$ cat src/rtl/axicb_mst_cpl_route.sv
// Completion router for one slave port and one direction: decodes the master from the
// completion ID, forwards through a one-stage register, and tracks slave outstanding requests.
module axicb_mst_cpl_route #(
   parameter int                            RD_PATH         = 0,
   parameter int                            AXI_ID_W        = 8,
   parameter int                            MST_NB          = 4,
   parameter int                            SLV_OSTDREQ_NUM = 4,
   parameter logic [AXI_ID_W-1:0]           MST_ID_SEL      = 'hF0,
   parameter logic [MST_NB*AXI_ID_W-1:0]    MST_ID_MASKS    = {8'h40, 8'h30, 8'h20, 8'h10},
   parameter int                            CCH_W           = 8,
   localparam int                           CNT_W           = $clog2(SLV_OSTDREQ_NUM + 1)
) (
   input  logic                aclk,
   input  logic                aresetn,
   input  logic                a_valid,
   input  logic                a_ready,
   output logic                a_full,
   output logic [CNT_W-1:0]    ostd_cnt,
   input  logic                s_valid,
   output logic                s_ready,
   input  logic                s_last,
   input  logic [CCH_W-1:0]    s_ch,
   output logic [MST_NB-1:0]   m_valid,
   input  logic [MST_NB-1:0]   m_ready,
   output logic                m_last,
   output logic [CCH_W-1:0]    m_ch,
   output logic                err_unk,
   output logic                err_spur,
   output logic                err_ovf
);

   localparam logic [CNT_W-1:0] CNT_MAX = CNT_W'(SLV_OSTDREQ_NUM);

   logic [MST_NB-1:0] w_hit;
   logic [MST_NB-1:0] w_sel;
   logic              w_routable;
   logic              w_dlv;
   logic              w_acc;
   logic              w_load;
   logic              w_drop;
   logic              w_eot;
   logic              w_inc;
   logic [CNT_W-1:0]  w_cnt_next;
   logic              w_ovf;
   logic              w_spur;

   logic              r_out_v;
   logic [MST_NB-1:0] r_out_sel;
   logic              r_last;
   logic [CCH_W-1:0]  r_ch;
   logic [CNT_W-1:0]  r_cnt;
   logic              r_full;
   logic              r_err_unk;
   logic              r_err_spur;
   logic              r_err_ovf;

   for (genvar gi = 0; gi < MST_NB; gi++) begin : g_hit
      assign w_hit[gi] = ((s_ch[AXI_ID_W-1:0] & MST_ID_SEL) == MST_ID_MASKS[gi*AXI_ID_W +: AXI_ID_W]);
   end

   // Overlapping masks resolve to the lowest master index.
   always_comb begin
      w_sel = '0;
      for (int i = MST_NB - 1; i >= 0; i--) begin
         if (w_hit[i]) begin
            w_sel    = '0;
            w_sel[i] = 1'b1;
         end
      end
   end

   assign w_routable = |w_hit;
   assign w_dlv      = r_out_v & |(r_out_sel & m_ready);
   assign s_ready    = !r_out_v | w_dlv;
   assign w_acc      = s_valid & s_ready;
   assign w_load     = w_acc & w_routable;
   assign w_drop     = w_acc & !w_routable;
   assign w_inc      = a_valid & a_ready;

   if (RD_PATH != 0) begin : g_rd
      assign w_eot = (w_dlv & r_last) | (w_drop & s_last);
   end else begin : g_wr
      assign w_eot = w_dlv | w_drop;
   end

   // A request and a completion in the same cycle cancel out.
   always_comb begin
      w_cnt_next = r_cnt;
      w_ovf      = 1'b0;
      w_spur     = 1'b0;
      if (w_inc && !w_eot) begin
         if (r_cnt == CNT_MAX) w_ovf = 1'b1;
         else                  w_cnt_next = r_cnt + CNT_W'(1);
      end else if (w_eot && !w_inc) begin
         if (r_cnt == '0) w_spur = 1'b1;
         else             w_cnt_next = r_cnt - CNT_W'(1);
      end
   end

   always_ff @(posedge aclk) begin
      if (!aresetn) begin
         r_out_v    <= 1'b0;
         r_out_sel  <= '0;
         r_last     <= 1'b0;
         r_ch       <= '0;
         r_cnt      <= '0;
         r_full     <= 1'b0;
         r_err_unk  <= 1'b0;
         r_err_spur <= 1'b0;
         r_err_ovf  <= 1'b0;
      end else begin
         if (w_load) begin
            r_out_v   <= 1'b1;
            r_out_sel <= w_sel;
            r_last    <= s_last;
            r_ch      <= s_ch;
         end else if (w_dlv) begin
            r_out_v   <= 1'b0;
         end
         r_cnt  <= w_cnt_next;
         r_full <= (w_cnt_next == CNT_MAX);
         if (w_drop) r_err_unk  <= 1'b1;
         if (w_spur) r_err_spur <= 1'b1;
         if (w_ovf)  r_err_ovf  <= 1'b1;
      end
   end

   assign m_valid  = r_out_v ? r_out_sel : '0;
   assign m_last   = r_last;
   assign m_ch     = r_ch;
   assign ostd_cnt = r_cnt;
   assign a_full   = r_full;
   assign err_unk  = r_err_unk;
   assign err_spur = r_err_spur;
   assign err_ovf  = r_err_ovf;

endmodule

$ cat config.mk
export PLATFORM = sky130hd
export DESIGN_NAME = axicb_mst_cpl_route
export DESIGN_NICKNAME = d
export VERILOG_FILES = /design/src/rtl/axicb_mst_cpl_route.sv
export SDC_FILE = /design/constraint.sdc
export NUM_CORES = 1
export LEC_CHECK = 0
export BUFFER_PORTS_ARGS = -buffer_cell sky130_fd_sc_hd__buf_4
export CELL_PAD_IN_SITES_DETAIL_PLACEMENT = 0
export CELL_PAD_IN_SITES_GLOBAL_PLACEMENT = 1
export CORE_MARGIN = 4
export CORE_UTILIZATION = 35
export DETAILED_ROUTE_END_ITERATION = 16
export GPL_TIMING_DRIVEN = 0
export PLACE_DENSITY_LB_ADDON = 0.1
export SYNTH_ARGS = -nofsm -noshare
export SYNTH_HDL_FRONTEND = slang
export SYNTH_SLANG_ARGS = --single-unit
$ cat constraint.sdc
create_clock -name aclk -period 2.1 [get_ports aclk]
set_input_delay 0.42 -clock aclk [delete_from_list [all_inputs] [get_ports aclk]]
set_output_delay 0.42 -clock aclk [all_outputs]
set_load 0.01 [all_outputs]
==> results.toml <==
[status]
status = "complete, no violations"

[finish]
final_nets = 177
drive_gt1_share_pct = 31.6
layout.cells.non_filler = 186
antennaDiodeCount = 0
syn2layout_area_growth_pct = 32.4
design_area_um2 = 1410

[clocking]
clockBufferDepth = 2
clk_pin_slew_ns = 0.13
insertion_delay_ns = 0.30
root_buffer = "clkbuf_4"
cts-buffers-inserted = 3
cts_sinks = 21
hold_buffers = 0
cts_tree = "built"
cts_resized = 0
h-tree-depth = 1
post_cts_buffers = 0

[routing]
firstDrtPassIters = 4
wl_um = 2460
post-route-drc-count = 0
viasPerCell = 5.05
first_iter_violations = 20
antenna_left = 0
routedWlPerCell_um = 13.2
num_vias = 940

[critical_path]
crit_chain = "inv_1 -> ha_1 -> nor2b_1 -> inv_1 -> a311oi_1 -> a211oi_2 -> nor3b_1"
reg2reg_from = "ostd_cnt[1]$_SDFF_PN0_"
rrSetupSlack_ns = 0.29
cpMostUsedCell = "inv_1"
path_max_fanout = 7
crit_required_ns = 2.32
crit_path_start = "ostd_cnt[1]$_SDFF_PN0_"
crit_buf_inv = 2
r2r_cells = 7
critPathMaxStageDelay_ns = 0.37
start_kind = "flip-flop"
path_class = "reg -> reg"
worst_ep_arrival_time_ns = 2.04
end_kind = "flip-flop"
critPathSlowestCell = "dfxtp_1"
crit_family = "simple AND/OR/NAND/NOR gates"
rr_endpoint = "a_full$_SDFF_PN0_"

[sta]
period_needed_ns = 1.81
setup_tns_ns = 0
max_freq_ghz = 0.552
fin_crit_sh_pct = 86.3
setup_viol = 0
timing.slew.headroom_pct = 72.1
finalMaxSlewViolations = 0
finalClockSkew_ns = 0.00702
hold_viol = 0
tightest_slew_ns = 0.418
rsz0062_at_grt = "no"

[power]
combPwrFrac_pct = 36.3
p_clk_share_pct = 19.2
vdd_drop_max_v = 0.000449
p_int_mw = 0.684
p_sw_mw = 0.350
pwr-share-seq_pct = 44.5
power.density_nw_per_um2 = 735
total_power_mw = 1.03
p_leak_nw = 0.623
swShare_pct = 33.8

[hold_path]
hold_path_class = "in -> reg"
hp-start = "s_ch[3]"
hold_path_depth = 3
hold_end = "m_ch[3]$_SDFFE_PN0P_"

[synthesis]
synth_flop_cell = "dfxtp_1"
yosysWarnings = 0
synth_edf_count = 0
synth_top_area_share_pct = 39.6
async_flop_share_pct = 0
yosys.area.top_type = "dfxtp_1"
yosysMostFrequentCell = "dfxtp_1"
yosys-top-cells-area = "dfxtp_1 40%, mux2i_1 7.5%, nor2b_1 7.1%, and2_1 4.1%, ha_1 3.5%"
syn_nets = 135
ys_top_cells_by_count = "21 x dfxtp_1, 12 x nor2b_1, 9 x nand2_1"
ys_ff_latch = 21
yosysUniqueCellTypes = 39
syn_avg_cell_area_um2 = 9.32
synthCells = 114
synth_area_um2 = 1060
yosysSeqAreaShare_pct = 39.6

[placement]
dpl.hpwl_um = 1940
place_area_um2 = 1380
place.port_buffers = 37
place_congestion = 0.931
place_inst = 182

[die]
core_area_um2 = 2830
start_util_pct = 37.5
die_y_um = 63.1
dieArea_um2 = 3980
pin_count = 39
dieWidth_um = 63.1
row_count = 19

[grt]
grt-ovfl-total = 0
grt_pass1_vias = 906
grt_pass1_wl_um = 4200
antenna_found_initial = 0
grt_max_degree = 13
grt_use_total_pct = 13.0

[flow_run]
maxCapViolations = 0
-- sequential cells by signal, indices dropped and copies added, names as in the netlist --
name	cells
err_unk	1
m_last	1
m_ch	8
err_ovf	1
err_spur	1
r_out_v	1
a_full	1
ostd_cnt	3
r_out_sel	4
-- per-stage QoR --
stage	utilization (%)	worst slack [ns]	hold slack, ns
floorplan	-	0.417	0.439
global placement	48.7	0.141	0.452
detailed placement	48.7	0.118	0.454
CTS	49.7	0.282	0.365
global route	49.7	0.0435	0.372
finish	49.7	0.288	0.366
-- how the worst max path moves through the flow --
stage / to / slack, ns / depth (start not counted)
final: a_full$_SDFF_PN0_ / 0.29 / 7
after detailed placement: m_ch[0]$_SDFFE_PN0P_ / 0.12 / 7
after floorplan: ostd_cnt[1]$_SDFF_PN0_ / 0.42 / 6
after CTS: a_full$_SDFF_PN0_ / 0.28 / 7
after global routing: a_full$_SDFF_PN0_ / 0.04 / 7
after global placement: a_full$_SDFF_PN0_ / 0.14 / 7
-- power by group through the flow --
stage	combinational, mW	sequential [mW]	clock (mW)
2_1_floorplan	0.241	0.478	0
3_3_place_gp	0.372	0.469	0
3_5_place_dp	0.378	0.469	0
4_1_cts	0.379	0.460	0.205
5_1_grt	0.426	0.466	0.221
6_report	0.375	0.460	0.198
-- routing by layer --
metal	wire length, um	part of all wire [%]	track usage [%]
met5	0	0	0
met4	13	0.53	4.13
met3	151	6.1	2.31
met2	1120	46	19.9
met1	1170	48	18.5
-- worst reg2reg max path, delay by kind of cell (launching register included) --
family	cells	cell delay, ns
compound gates	2	0.40
fa+ha+maj	1	0.30
buf+inv	2	0.17
flops	1	0.37
simple gates	2	0.50
-- kinds of logic after synthesis --
kind of cell / share of synthesized area [%]
xor+xnor: 0.825
simple gates: 26.5
fa+ha+maj: 3.53
buf+inv: 2.94
flops: 39.6
compound gates: 19.1
mux: 7.54
-- cells in the final DEF, fill, tap and decap left out, drive strengths merged, types with 2 or more instances in the layout --
cell type  netlist  layout
a21boi           5       5
a21oi            5       5
a22oi            2       2
and2             7       7
buf              1      38
clkbuf           3       6
dfxtp           21      21
ha               3       3
inv              4       4
mux2i            8       8
nand2           10      10
nand3            4       4
nor2             5       5
nor2b           12      12
nor3             3       3
o21a             2       2
or3              2       2
-- cell type report --
type                       instances  area, um^2
fill                             288        1420
clock buffer                       3        22.5
timing repair buffer              37         278
multi-input combinational         85         611
buffer                             4        16.3
sequential                        21         420
clock inverter                     1        5.00
tap                               31        38.8
inverter                           4        15.0
Note: power is estimated with default switching activity, not from simulation.
